[src/rtl/gpr_ctrl_pkg.sv]
// Shared definitions for the GPR issue/writeback sequencer.
// Register-file geometry, writeback latency classes and reservation entry layout.
// Helper maps a latency class to its reservation slot in the writeback pipe.
package gpr_ctrl_pkg;

  localparam int NREG = 8;
  localparam int RW   = $clog2(NREG);

  // Latency class of an op: selects which writeback slot it reserves
  typedef enum logic {
    LAT_ALU = 1'b0,
    LAT_MUL = 1'b1
  } lat_class_e;

  // One writeback reservation
  typedef struct packed {
    logic            valid;
    logic [RW-1:0]   dst;
    lat_class_e      cls;
  } wb_ent_t;

  // Slot index (1-based) at which an op of the given class is loaded
  function automatic int wb_slot(input lat_class_e cls, input int alu_lat, input int mul_lat);
    return (cls == LAT_MUL) ? (mul_lat + 1) : (alu_lat + 1);
  endfunction

endpackage

[src/rtl/gpr_wb_pipe.sv]
// Writeback reservation shift register, D = MUL_LAT+1 slots, slot 1 is the write slot.
// Latency: an entry loaded at slot L reaches slot 1 after L-1 edges, written on the L-th.
// No backpressure: the issuer guarantees the load slot is free after the shift.
module gpr_wb_pipe
  import gpr_ctrl_pkg::*;
#(
  parameter int ALU_LAT = 1,
  parameter int MUL_LAT = 3
) (
  input  logic                 clk,
  input  logic                 rst_n,
  input  logic                 i_flush,
  input  logic                 i_load,
  input  logic [RW-1:0]        i_dst,
  input  logic                 i_is_mul,
  output logic                 o_head_vld,
  output logic [RW-1:0]        o_head_dst,
  output logic                 o_head_mul,
  output logic [MUL_LAT+1:1]   o_vld
);

  localparam int D = MUL_LAT + 1;

  wb_ent_t    r_p [1:D];
  wb_ent_t    w_ent;
  lat_class_e w_cls;

  assign w_cls = lat_class_e'(i_is_mul);
  assign w_ent = '{valid: 1'b1, dst: i_dst, cls: w_cls};

  // Shift toward slot 1 every edge; a new reservation overwrites its slot after the shift
  always_ff @(posedge clk or negedge rst_n) begin
    if (!rst_n) begin
      r_p <= '{default: '0};
    end else if (i_flush) begin
      r_p <= '{default: '0};
    end else begin
      for (int k = 1; k < D; k++) r_p[k] <= r_p[k+1];
      r_p[D] <= '0;
      if (i_load) r_p[wb_slot(w_cls, ALU_LAT, MUL_LAT)] <= w_ent;
    end
  end

  // Per-slot valid bits for the write-port collision check and busy
  always_comb begin
    o_vld = '0;
    for (int k = 1; k <= D; k++) o_vld[k] = r_p[k].valid;
  end

  assign o_head_vld = r_p[1].valid;
  assign o_head_dst = r_p[1].dst;
  assign o_head_mul = (r_p[1].cls == LAT_MUL);

endmodule

[src/rtl/gpr_issue_ctrl.sv]
// Issue/writeback sequencer for the 8x8 GPR file: scoreboard, hazard stall, stall counter.
// Latency: read enables combinational on accept; write ALU_LAT+1 or MUL_LAT+1 edges after accept.
// Backpressure: iss_ready drops on flush, RAW, WAW or write-port collision; counted in stall_cnt.
module gpr_issue_ctrl
  import gpr_ctrl_pkg::*;
#(
  parameter int ALU_LAT = 1,
  parameter int MUL_LAT = 3,
  parameter int CW      = 16
) (
  input  logic            clk,
  input  logic            rst_n,
  input  logic            iss_valid,
  output logic            iss_ready,
  input  logic [RW-1:0]   iss_src_a,
  input  logic [RW-1:0]   iss_src_b,
  input  logic [RW-1:0]   iss_dst,
  input  logic            iss_wr,
  input  logic            iss_is_mul,
  input  logic            flush,
  output logic            rf_read_en,
  output logic [RW-1:0]   rf_a_num,
  output logic [RW-1:0]   rf_b_num,
  output logic            rf_write_en,
  output logic [RW-1:0]   rf_c_num,
  output logic            wb_is_mul,
  output logic            busy,
  output logic [CW-1:0]   stall_cnt
);

  localparam int D  = MUL_LAT + 1;
  localparam int LA = ALU_LAT + 1;

  logic [NREG-1:0] r_pend;
  logic [CW-1:0]   r_stall_cnt;

  logic            w_raw, w_waw, w_port, w_acc;
  logic            w_head_vld, w_head_mul;
  logic [RW-1:0]   w_head_dst;
  logic [D:1]      w_slot_vld;
  logic [NREG-1:0] w_set, w_clr;

  gpr_wb_pipe #(.ALU_LAT(ALU_LAT), .MUL_LAT(MUL_LAT)) u_pipe (
    .clk        (clk),
    .rst_n      (rst_n),
    .i_flush    (flush),
    .i_load     (w_acc && iss_wr),
    .i_dst      (iss_dst),
    .i_is_mul   (iss_is_mul),
    .o_head_vld (w_head_vld),
    .o_head_dst (w_head_dst),
    .o_head_mul (w_head_mul),
    .o_vld      (w_slot_vld)
  );

  // No same-edge bypass: a register being written this edge still blocks readers
  assign w_raw  = r_pend[iss_src_a] | r_pend[iss_src_b];
  assign w_waw  = iss_wr & r_pend[iss_dst];
  // An ALU op would land in the slot the entry above it shifts into
  assign w_port = iss_wr & ~iss_is_mul & w_slot_vld[LA+1];

  assign iss_ready = ~flush & ~w_raw & ~w_waw & ~w_port;
  assign w_acc     = iss_valid & iss_ready;

  assign w_set = (w_acc && iss_wr) ? (NREG'(1) << iss_dst)    : '0;
  assign w_clr = w_head_vld        ? (NREG'(1) << w_head_dst) : '0;

  // Scoreboard: mark destination on accept, release at its write edge, drop all on flush
  always_ff @(posedge clk or negedge rst_n) begin
    if (!rst_n)     r_pend <= '0;
    else if (flush) r_pend <= '0;
    else            r_pend <= (r_pend & ~w_clr) | w_set;
  end

  // Saturating count of offered-but-refused cycles
  always_ff @(posedge clk or negedge rst_n) begin
    if (!rst_n) r_stall_cnt <= '0;
    else if (iss_valid && !iss_ready && (r_stall_cnt != '1)) r_stall_cnt <= r_stall_cnt + 1'b1;
  end

  assign rf_read_en  = w_acc;
  assign rf_a_num    = iss_src_a;
  assign rf_b_num    = iss_src_b;
  assign rf_write_en = w_head_vld & ~flush;
  assign rf_c_num    = w_head_dst;
  assign wb_is_mul   = w_head_mul;
  assign busy        = (|r_pend) | (|w_slot_vld);
  assign stall_cnt   = r_stall_cnt;

endmodule
[config.mk]
export PLATFORM = sky130hd
export DESIGN_NAME = gpr_issue_ctrl
export DESIGN_NICKNAME = d
export VERILOG_FILES = /design/src/rtl/gpr_ctrl_pkg.sv /design/src/rtl/gpr_wb_pipe.sv /design/src/rtl/gpr_issue_ctrl.sv
export SDC_FILE = /design/constraint.sdc
export NUM_CORES = 1
export LEC_CHECK = 0
export CAP_MARGIN = 20
export CELL_PAD_IN_SITES_DETAIL_PLACEMENT = 1
export CELL_PAD_IN_SITES_GLOBAL_PLACEMENT = 1
export CORE_MARGIN = 3
export CORE_UTILIZATION = 39
export DETAILED_ROUTE_END_ITERATION = 10
export GPL_ROUTABILITY_DRIVEN = 0
export HOLD_SLACK_MARGIN = 0.08
export MAX_ROUTING_LAYER = met4
export PLACE_DENSITY = 0.87
export SYNTH_ARGS = -nofsm -noshare
export SYNTH_HDL_FRONTEND = slang
export SYNTH_HIERARCHICAL = 1
export SYNTH_SLANG_ARGS = --single-unit
[constraint.sdc]
create_clock -name clk -period 2.5 [get_ports clk]
set_clock_uncertainty 0.1 [all_clocks]
set_input_delay 0.25 -clock clk [delete_from_list [all_inputs] [get_ports clk]]
set_output_delay 0.25 -clock clk [all_outputs]
set_load 0.005 [all_outputs]
# ---- Yosys cells after proc, flatten, opt, wreduce, memory -nomap -nowiden
# Index checks and enable logic that the tools add are counted.
dict set report totals {
  inputBits 15
  output_inout_bits 30
  register_bits 44
}
dict set report op_classes {
  n_eq_ne 1
  shift 2
  n_addsub 1
  order_cmp 5
  n_reduce_logical 7
  mux 15
  bitwise 19
}
# operator n
set ops {}
lappend ops {{2-to-1 mux 20 bit} 2}
lappend ops {{greater-or-equal comparator 32 x 4 -> 1 bit, second input constant} 1}
lappend ops {{less-than comparator 32 x 1 -> 1 bit, second input constant} 1}
lappend ops {{inverter 32 bit} 1}
lappend ops {{2-to-1 mux 8 bit} 3}
lappend ops {{bitwise mux 20 bit} 1}
lappend ops {{adder 16 x 1 -> 16 bit, second input constant} 1}
lappend ops {{inequality test 16 bit, second input constant} 1}
lappend ops {{left shift 1 x 3 -> 8 bit, first input constant} 2}
lappend ops {{demux 5 bit (select 3 bit)} 1}
lappend ops {{less-than comparator 3 x 4 -> 1 bit, second input constant} 3}
lappend ops {{binary-select mux 1 bit (select 3 bit)} 3}
lappend ops {{bitwise AND 1 bit} 8}
lappend ops {{bitwise AND 8 bit} 1}
lappend ops {{inverter 8 bit} 1}
lappend ops {{bitwise OR 8 bit} 1}
lappend ops {{OR reduction 8 bit} 1}
lappend ops {{2-to-1 mux 5 bit} 1}
lappend ops {{inverter 1 bit} 5}
lappend ops {{logical AND 1 bit} 4}
lappend ops {{OR reduction 4 bit} 1}
lappend ops {{2-to-1 mux 1 bit} 3}
lappend ops {{2-to-1 mux 3 bit} 1}
lappend ops {{bitwise OR 1 bit} 2}
lappend ops {{logical NOT 1 bit} 1}

# ---- Logic depth before layout (Yosys ltp)
# Gate-level depths: netlist (run 1).
dict set report depth {
  word_depth 12
  mapped_depth 8
}

# ---- Cells and area by module
# Netlist (run 1), hierarchy kept.
# module cells_each area_per_inst_um2 seq_area_each_um2 instances
set modules_own_cells {}
lappend modules_own_cells {gpr_issue_ctrl 148 1456.4 600.6 1}
lappend modules_own_cells {gpr_wb_pipe 51 685.7 450.4 1}

# ---- Least setup slack after synthesis (run 1)
# OpenSTA, ideal clock, no wires.
dict set report synth_path {
  path_type {register to register}
  start {reg r_pend[2]}
  end {reg u_pipe/r_p[11] (netlist name)}
  path_buffers 0
  setup_ps 125
  arrival_ps 2008
  stages_incl_launch_ff 7
  path_slack_ps 266
  path_cell_list {dfrtp_1 mux4_1 mux2_2 and2_4 nor3_1 nor2b_2 o21ai_1}
}
dict set report synth_via {
  elab_chain_len 11
}
# item line_no
set synth_lines {}
lappend synth_lines {{start, declared} gpr_issue_ctrl.sv:34} ;# logic [NREG-1:0] r_pend;
lappend synth_lines {{start signal, assigned} gpr_issue_ctrl.sv:72} ;# else r_pend <= (r_pend & ~w_clr) | w_set;
lappend synth_lines {{binary-select mux 1 bit (select 3 bit)} gpr_issue_ctrl.sv:57} ;# assign w_raw = r_pend[iss_src_a] | r_pend[iss_src_b];
lappend synth_lines {{2-to-1 mux 1 bit (not written as such)} gpr_issue_ctrl.sv:57}
lappend synth_lines {{bitwise OR 1 bit} gpr_issue_ctrl.sv:57}
lappend synth_lines {{inverter 1 bit} gpr_issue_ctrl.sv:62} ;# assign iss_ready = ~flush & ~w_raw & ~w_waw & ~w_port;
lappend synth_lines {{bitwise AND 1 bit} gpr_issue_ctrl.sv:62}
lappend synth_lines {{bitwise AND 1 bit (*) (2 in series)} gpr_issue_ctrl.sv:62}
lappend synth_lines {{bitwise AND 1 bit (*)} gpr_issue_ctrl.sv:63} ;# assign w_acc = iss_valid & iss_ready;
lappend synth_lines {{logical AND 1 bit (*)} gpr_issue_ctrl.sv:47} ;# .i_load (w_acc && iss_wr),
lappend synth_lines {{2-to-1 mux 20 bit (*)} gpr_wb_pipe.sv:40} ;# if (i_load) r_p[wb_slot(w_cls, ALU_LAT, MUL_LAT)] <= w_ent;
lappend synth_lines {{2-to-1 mux 20 bit (*)} gpr_wb_pipe.sv:35} ;# end else if (i_flush) begin
lappend synth_lines {{end signal, assigned by index} gpr_wb_pipe.sv:40}
lappend synth_lines {{end, declared} gpr_wb_pipe.sv:24} ;# wb_ent_t r_p [1:D];
# Mark *: on every way between the ends. The rest lies on a longest branch, timed or not. The select of a mux whose other input is x is not followed.
# A chain may end at the register's enable or synchronous reset.

# ---- Worst setup path in the final report (run 1)
dict set report layout_path {
  start {reg r_pend[6]}
  end {reg r_stall_cnt[5] (netlist: stall_cnt[5])}
}
dict set report layout_via {
  elab_chain_len 10
}
# item line_no
set layout_lines {}
lappend layout_lines {{binary-select mux 1 bit (select 3 bit)} gpr_issue_ctrl.sv:57}
lappend layout_lines {{2-to-1 mux 1 bit (not written as such)} gpr_issue_ctrl.sv:57}
lappend layout_lines {{bitwise OR 1 bit} gpr_issue_ctrl.sv:57}
lappend layout_lines {{inverter 1 bit} gpr_issue_ctrl.sv:62}
lappend layout_lines {{bitwise AND 1 bit} gpr_issue_ctrl.sv:62}
lappend layout_lines {{bitwise AND 1 bit (*) (2 in series)} gpr_issue_ctrl.sv:62}
lappend layout_lines {{logical NOT 1 bit (*)} gpr_issue_ctrl.sv:78} ;# else if (iss_valid && !iss_ready && (r_stall_cnt != '1)) r_stall_cnt <= r_stall_cnt + 1'b1;
lappend layout_lines {{logical AND 1 bit (*) (2 in series)} gpr_issue_ctrl.sv:78}
lappend layout_lines {{end signal, assigned} gpr_issue_ctrl.sv:78}
lappend layout_lines {{end, declared} gpr_issue_ctrl.sv:35} ;# logic [CW-1:0] r_stall_cnt;
# Marks and branches as above.

==> metrics.yaml, run 1 <==
status: "finished, final reports clean"
rsz0062_at_grt: "true"
vias: 1740
crit_chain: "mux4_2 > mux2_4 > and2_4 > buf_4 > o211ai_4 > buf_6 > nor3_1 > xor2_1"
syn_inst: 199
antenna_left: 0
syn_area_per_cell_sq_um: 10.8
setup-violations-final: 0
arrival_ps: 2520
drcViolationCount: 0
cts_tree: "built"
multi_input_area_sq_um: 947
setup_tns_ps: 0
synthDistinctLibCells: 38
syn_area_sq_um: 2140
slew_violations: 0
rows: 26
max-clock-path-buffers: 2
cp_top_family: "multiplexers"
p_total_mw: 1.68
antenna-diode-count: 0
track_usage_pct: 21.1
fin_crit_sh_pct: 98.3
routed_wl_microns: 6030
first_pass_iters: 4
hold_path.class: "in -> reg"
max_stage_delay_ps: 490
layout-drive-gt1-share_pct: 18.6
power.density_nw_per_um2: 592
ios: 45
grt_pass1_wl_microns: 9890
grt-ovfl-total: 0
antenna_found_initial: 0
root_buffer: "clkbuf_8"
grt_pass1_vias: 1942
hold_viol: 0
viasPerCell: 5.30
worstMarginPinSlew_ps: 952
clk_latency_ps: 310
area_growth_pct: 32.9
nets: 273
synth-seq-cells: 42
numCtsBuffers: 5
synth_fp_nets: 215
critPathLaunchType: "flip-flop"
grt_max_degree: 43
cts.htree.levels: 2
detailedRoute.firstIterationViolations: 109
critPathBufInv: 2
leakagePower_nw: 1.30
worstPathMaxFanout: 7
core-area_sq_um: 5200
die_x_microns: 80.1
relSlewSlack_pct: 36.5
timing.final.crit_period_ps: 2460
maxCapViolCount: 0
clk_pin_slew_ps: 90
start_util_pct: 41.2
yosysWarningCount: 6
crit_slowest_cell: "mux4_2"
timing.fmax_mhz: 407
ys_seq_area_share_pct: 49.1
die_h_microns: 80.1
n_fill_cell: 586
cts.sink_count: 42
ir_worst_vdd_mv: 0.563
dieArea_sq_um: 6420
wl_per_cell_microns: 18.4
crit_type: "reg -> reg"
io_buffers: 44
regArea_sq_um: 1050
cp-end-kind: "flip-flop"
required_ps: 2570
hpwl_microns: 4500
kinds of logic after synthesis:
logic type	Yosys count	synth area share, %
AND/OR/NAND/NOR	83	21.8
XOR/XNOR	15	6.13
AO/OA/AOI/OAI	22	6.43
buffers and inverters	24	6.95
flip-flops	42	49.1
multiplexers	12	9.00
adder cells (fa/ha/maj)	1	0.584
layout by cell type, fill, tap and decap left out, types with 2 or more instances in the layout:
cell	Yosys	layout
xor2_1	11	11
nand3_1	11	11
nand2_1	13	13
buf_4	13	22
nor2_1	7	6
a21oi_1	8	8
nor4_1	6	6
o31ai_1	2	2
clkbuf_1	2	2
nand2b_1	6	6
dlygate4sd2_1	0	2
o21ai_0	6	6
nor2b_1	11	11
nand4bb_1	3	3
mux2i_1	5	5
buf_6	1	2
dfrtp_1	42	41
and2_1	4	4
dlymetal6s2s_1	0	2
clkbuf_8	0	5
xnor2_1	4	4
clkdlybuf4s50_1	0	38
o21ai_1	3	3
mux4_2	3	5
inv_1	6	6
nor3_1	13	12
buf_2	1	2
nand4_1	2	2
power breakdown:
part | switching [mW] | internal, mW | leakage (nW)
Combinational | 0.159 | 0.192 | 0.690
Sequential | 0.0678 | 0.730 | 0.558
Clock | 0.238 | 0.299 | 0.0524
cell usage after synthesis:
library cell,number,area [sq um]
dfrtp_1,42,1050
buf_4,13,97.6
nand2_1,13,48.8
nor3_1,13,65.1
nand3_1,11,55.1
nor2b_1,11,68.8
xor2_1,11,96.3
a21oi_1,8,40.0
nor2_1,7,26.3
inv_1,6,22.5
nand2b_1,6,37.5
nor4_1,6,37.5
o21ai_0,6,30.0
mux2i_1,5,50.1
and2_1,4,25.0
xnor2_1,4,35.0
mux4_2,3,67.6
nand4bb_1,3,33.8
o21ai_1,3,15.0
clkbuf_1,2,7.51
mux2_2,2,22.5
mux4_1,2,52.6
nand4_1,2,12.5
o31ai_1,2,15.0
a31oi_1,1,6.26
and2_4,1,8.76
and3_2,1,7.51
and3b_1,1,8.76
buf_2,1,5.00
buf_6,1,11.3
clkbuf_2,1,5.00
ha_1,1,12.5
nand3_2,1,10.0
nor2b_2,1,8.76
nor3b_1,1,7.51
o211ai_4,1,21.3
o21ba_1,1,10.0
or3_1,1,6.26
flip-flops by register name, indices dropped and copies added (netlist names):
register	flops
u_pipe/o_head_dst	3
r_pend	8
u_pipe/o_head_mul	1
u_pipe/r_p	12
u_pipe/o_vld	1
u_pipe/o_head_vld	1
stall_cnt	16
layer usage:
metal | vias to the layer above | global-route usage (%) | part of all wire [%]
met1 | 887 | 25.3 | 41
met5 | - | - | 0
met2 | 46 | 34.9 | 53
met3 | 12 | 4.48 | 4.5
met4 | 0 | 8.28 | 1.7
li1 | 795 | - | -
layout make-up:
class | count | share of cell area (%)
clock buffer | 7 | 2.68
clock inverter | 1 | 1.05
inverter | 6 | 0.791
multi-input combinational | 133 | 33.3
sequential | 42 | 37.0
tap | 70 | 3.08
timing repair buffer | 69 | 22.2
per-stage QoR:
| stage | std cells | util [%] | area (sq um) | worst slack (ps) | hold WS [ps] |
|---|---|---|---|---|---|
| finish | 328 | 54.7 | 2850 | 41.7 | 368 |
| global route | 328 | 54.7 | 2850 | -12.1 | 392 |
| CTS | 327 | 54.2 | 2820 | 19.5 | 370 |
| detailed placement | 317 | 51.9 | 2700 | -558 | 361 |
| global placement | 317 | 51.9 | 2700 | -471 | 338 |
| floorplan | 199 | - | 2140 | 266 | -146 |
worst paths after layout:
check | end | slack [ps] | startpoint | depth (start not counted)
worst max-delay path | stall_cnt[5]$_DFFE_PN0P_ | 40 | r_pend[6]$_DFF_PN0_ | 8
worst min-delay path | u_pipe/r_p[2]$_DFF_PN0_ | 370 | iss_dst[1] | 2
worst max register to register | stall_cnt[5]$_DFFE_PN0P_ | 40 | r_pend[6]$_DFF_PN0_ | 8
worst min register to register | u_pipe/o_head_dst[2]$_DFF_PN0_ | 380 | u_pipe/r_p[13]$_DFF_PN0_ | 1
max in group asynchronous | r_pend[7]$_DFF_PN0_ | 1120 | rst_n | 2
min in group asynchronous | stall_cnt[7]$_DFFE_PN0P_ | 540 | rst_n | 2
what timing repair did:
item	in CTS	in global routing
hold buffers	1	0
hold endpoints to repair	42	0
gates resized for setup	11	6
endpoints found under the setup margin	26	18
pin swaps	0	0
buffers inserted	1	1
(Power assumes the default switching activity.)
==> inputs of run 2 (changes only) <==
--- a/config.mk
+++ b/config.mk
@@ -14,7 +14,8 @@
 export GPL_ROUTABILITY_DRIVEN = 0
 export HOLD_SLACK_MARGIN = 0.08
 export MAX_ROUTING_LAYER = met4
-export PLACE_DENSITY = 0.87
+export PLACE_DENSITY_LB_ADDON = 0.1
+export SKIP_CTS_REPAIR_TIMING = 1
 export SYNTH_ARGS = -nofsm -noshare
 export SYNTH_HDL_FRONTEND = slang
 export SYNTH_HIERARCHICAL = 1
==> metrics.yaml, run 2 (synthesis results as in run 1) <==
grt_pass1_vias: 1921  # -1.1%
maxCapViolCount: 0  # unchanged
switching_share_pct: 27.0  # -0.52 points
worstPathMaxFanout: 8  # +1
critPathLaunchType: "flip-flop"
grt_busiest_layer: "met2"
setup_tns_ps: 0  # unchanged
antenna_found_initial: 0  # unchanged
area_growth_pct: 37.0
vias: 1729  # -0.63%
timing.final.crit_period_ps: 2410  # -45.2 ps
clk_pin_slew_ps: 80  # about the same
layout-drive-gt1-share_pct: 20.2  # +1.5 points
worstMarginPinSlew_ps: 943  # -9.31 ps
holdCritStartpoint: "iss_dst[1]"
clkPwrFrac_pct: 31.7  # about the same
ff2ff_path_depth: 8  # unchanged
numCtsBuffers: 5  # unchanged
track_usage_pct: 20.2  # -0.96 points
die_h_microns: 80.1  # unchanged
grt-ovfl-total: 0  # unchanged
min_to: "u_pipe/r_p[2]$_DFF_PN0_"
ios: 45  # unchanged
holdPathStages: 2  # unchanged
cts.htree.levels: 2  # unchanged
largest_register_ffs: 16  # unchanged
rsz0062_at_grt: "true"
grtUsageMet3_pct: 4.60  # +0.11 points
cts_tree: "built"
dieArea_sq_um: 6420  # unchanged
hpwl_microns: 4290  # -4.7%
detailedRoute.firstIterationViolations: 92  # -16%
hold_viol: 0  # unchanged
start_util_pct: 41.2  # unchanged
routed_wl_microns: 5750  # -4.6%
drcViolationCount: 0  # unchanged
reg2reg_from: "r_pend[6]$_DFF_PN0_"
grt_max_degree: 43  # unchanged
power_frac_comb_pct: 21.4  # +0.6 points
relSlewSlack_pct: 37.2  # +0.62 points
max-clock-path-buffers: 2  # unchanged
nets: 278  # +1.8%
leakagePower_nw: 1.36  # +4.4%
antenna-diode-count: 0  # unchanged
core-area_sq_um: 5200  # unchanged
cts.sink_count: 42  # unchanged
power.density_nw_per_um2: 577  # -2.6%
reg2reg_slack_ps: 90  # +50 ps
grt_pass1_wl_microns: 9530  # -3.7%
io_buffers: 44  # unchanged
finalCoreUtilization_pct: 56.4  # +1.7 points
first_pass_iters: 4  # unchanged
layout_commonest_cell: "dfrtp_1"
timing.fmax_mhz: 414  # +1.9%
r2r_end: "stall_cnt[1]$_DFFE_PN0P_"
required_ps: 2580  # about the same
wl_per_cell_microns: 17.3  # -6.1%
p_int_mw: 1.23  # +1.1%
fin_crit_sh_pct: 96.5  # -1.8 points
die_x_microns: 80.1  # unchanged
met2_usage_pct: 34.0  # -0.91 points
clk_latency_ps: 300  # about the same
fin_ws_ps: 86.9  # +45.2 ps
setup-violations-final: 0  # unchanged
rows: 26  # unchanged
crit_type: "reg -> reg"
status: "finished, final reports clean"
ir_worst_vdd_mv: 0.497  # -12%
arrival_ps: 2490  # -30 ps
cp-end-kind: "flip-flop"
whs_ps: 239  # -129 ps
viasPerCell: 5.19  # -2.1%
root_buffer: "clkbuf_8"
hold_path.class: "in -> reg"
dpl_worst_slack_ps: -522  # +36.4 ps
antenna_left: 0  # unchanged
use_met1_pct: 23.6  # -1.7 points
slew_violations: 0  # unchanged
layout_common_cells: "41 x dfrtp_1, 39 x clkdlybuf4s50_1, 23 x buf_4, 13 x nand2_1, 12 x nor3_1"
seqPwrFrac_pct: 47.0  # -0.3 points
p_sw_uw: 457  # -1.5%
-- run 2: changes by cell type in the layout (fill, tap and decap cells not counted) --
cell,delta
mux4_1,+1
dlymetal6s2s_1,+1
dlygate4sd2_1,-2
clkinvlp_4,+1
clkbuf_2,+1
buf_4,+1
buf_6,+2
clkdlybuf4s50_1,+1
buf_2,-1
clkbuf_16,+1
clkbuf_1,-1
mux4_2,-1
buf_12,+1
-- run 2: worst max path at each step --
stage | start | to | slack [ps]
6_report | r_pend[6]$_DFF_PN0_ | stall_cnt[1]$_DFFE_PN0P_ | 90
5_1_grt | iss_src_a[0] | stall_cnt[10]$_DFFE_PN0P_ | -3
4_1_cts | iss_dst[1] | rf_read_en | -530
3_5_place_dp | iss_dst[1] | rf_read_en | -520
3_3_place_gp | iss_dst[1] | rf_read_en | -450
2_1_floorplan | r_pend[2]$_DFF_PN0_ | u_pipe/r_p[11]$_DFF_PN0_ | 270
-- run 2: critical path: stages (launching register included) --
cell      delay, ps
dfrtp_2         420
buf_4           150
mux4_2          450
mux2i_1         180
nand3_2         140
buf_6           170
o211ai_4        230
buf_12          170
mux2_4          290
-- run 2: power groups by stage --
stage               Clock, mW  Sequential [mW]  Combinational [mW]
finish                  0.536            0.795               0.361
global route            0.590            0.807               0.399
CTS                     0.553            0.796               0.351
detailed placement          0            0.809               0.350
global placement            0            0.804               0.331
floorplan                   0            0.802               0.135
-- run 2: layer usage --
layer  up-vias  part of all wire [%]
met5         -                     0
met4         0                   1.5
li1        805                     -
met3         7                   4.3
met1       877                    42
met2        40                    52
-- run 2: cell type report --
class / count / area [sq um]
Inverter: 6 / 22.5
Tap cell: 70 / 87.6
Sequential cell: 42 / 1050
Clock buffer: 6 / 72.6
Clock inverter: 2 / 37.5
Fill cell: 561 / 2270
Timing Repair Buffer: 74 / 711
Multi-Input combinational cell: 133 / 951
-- run 2: through the flow --
step | power [mW] | std cells | cell area (sq um)
final | 1.69 | 333 | 2930
after global routing | 1.80 | 333 | 2930
after CTS | 1.70 | 326 | 2830
after detailed placement | 1.16 | 318 | 2720
after global placement | 1.14 | 318 | 2720
after floorplan | 0.936 | 199 | 2140
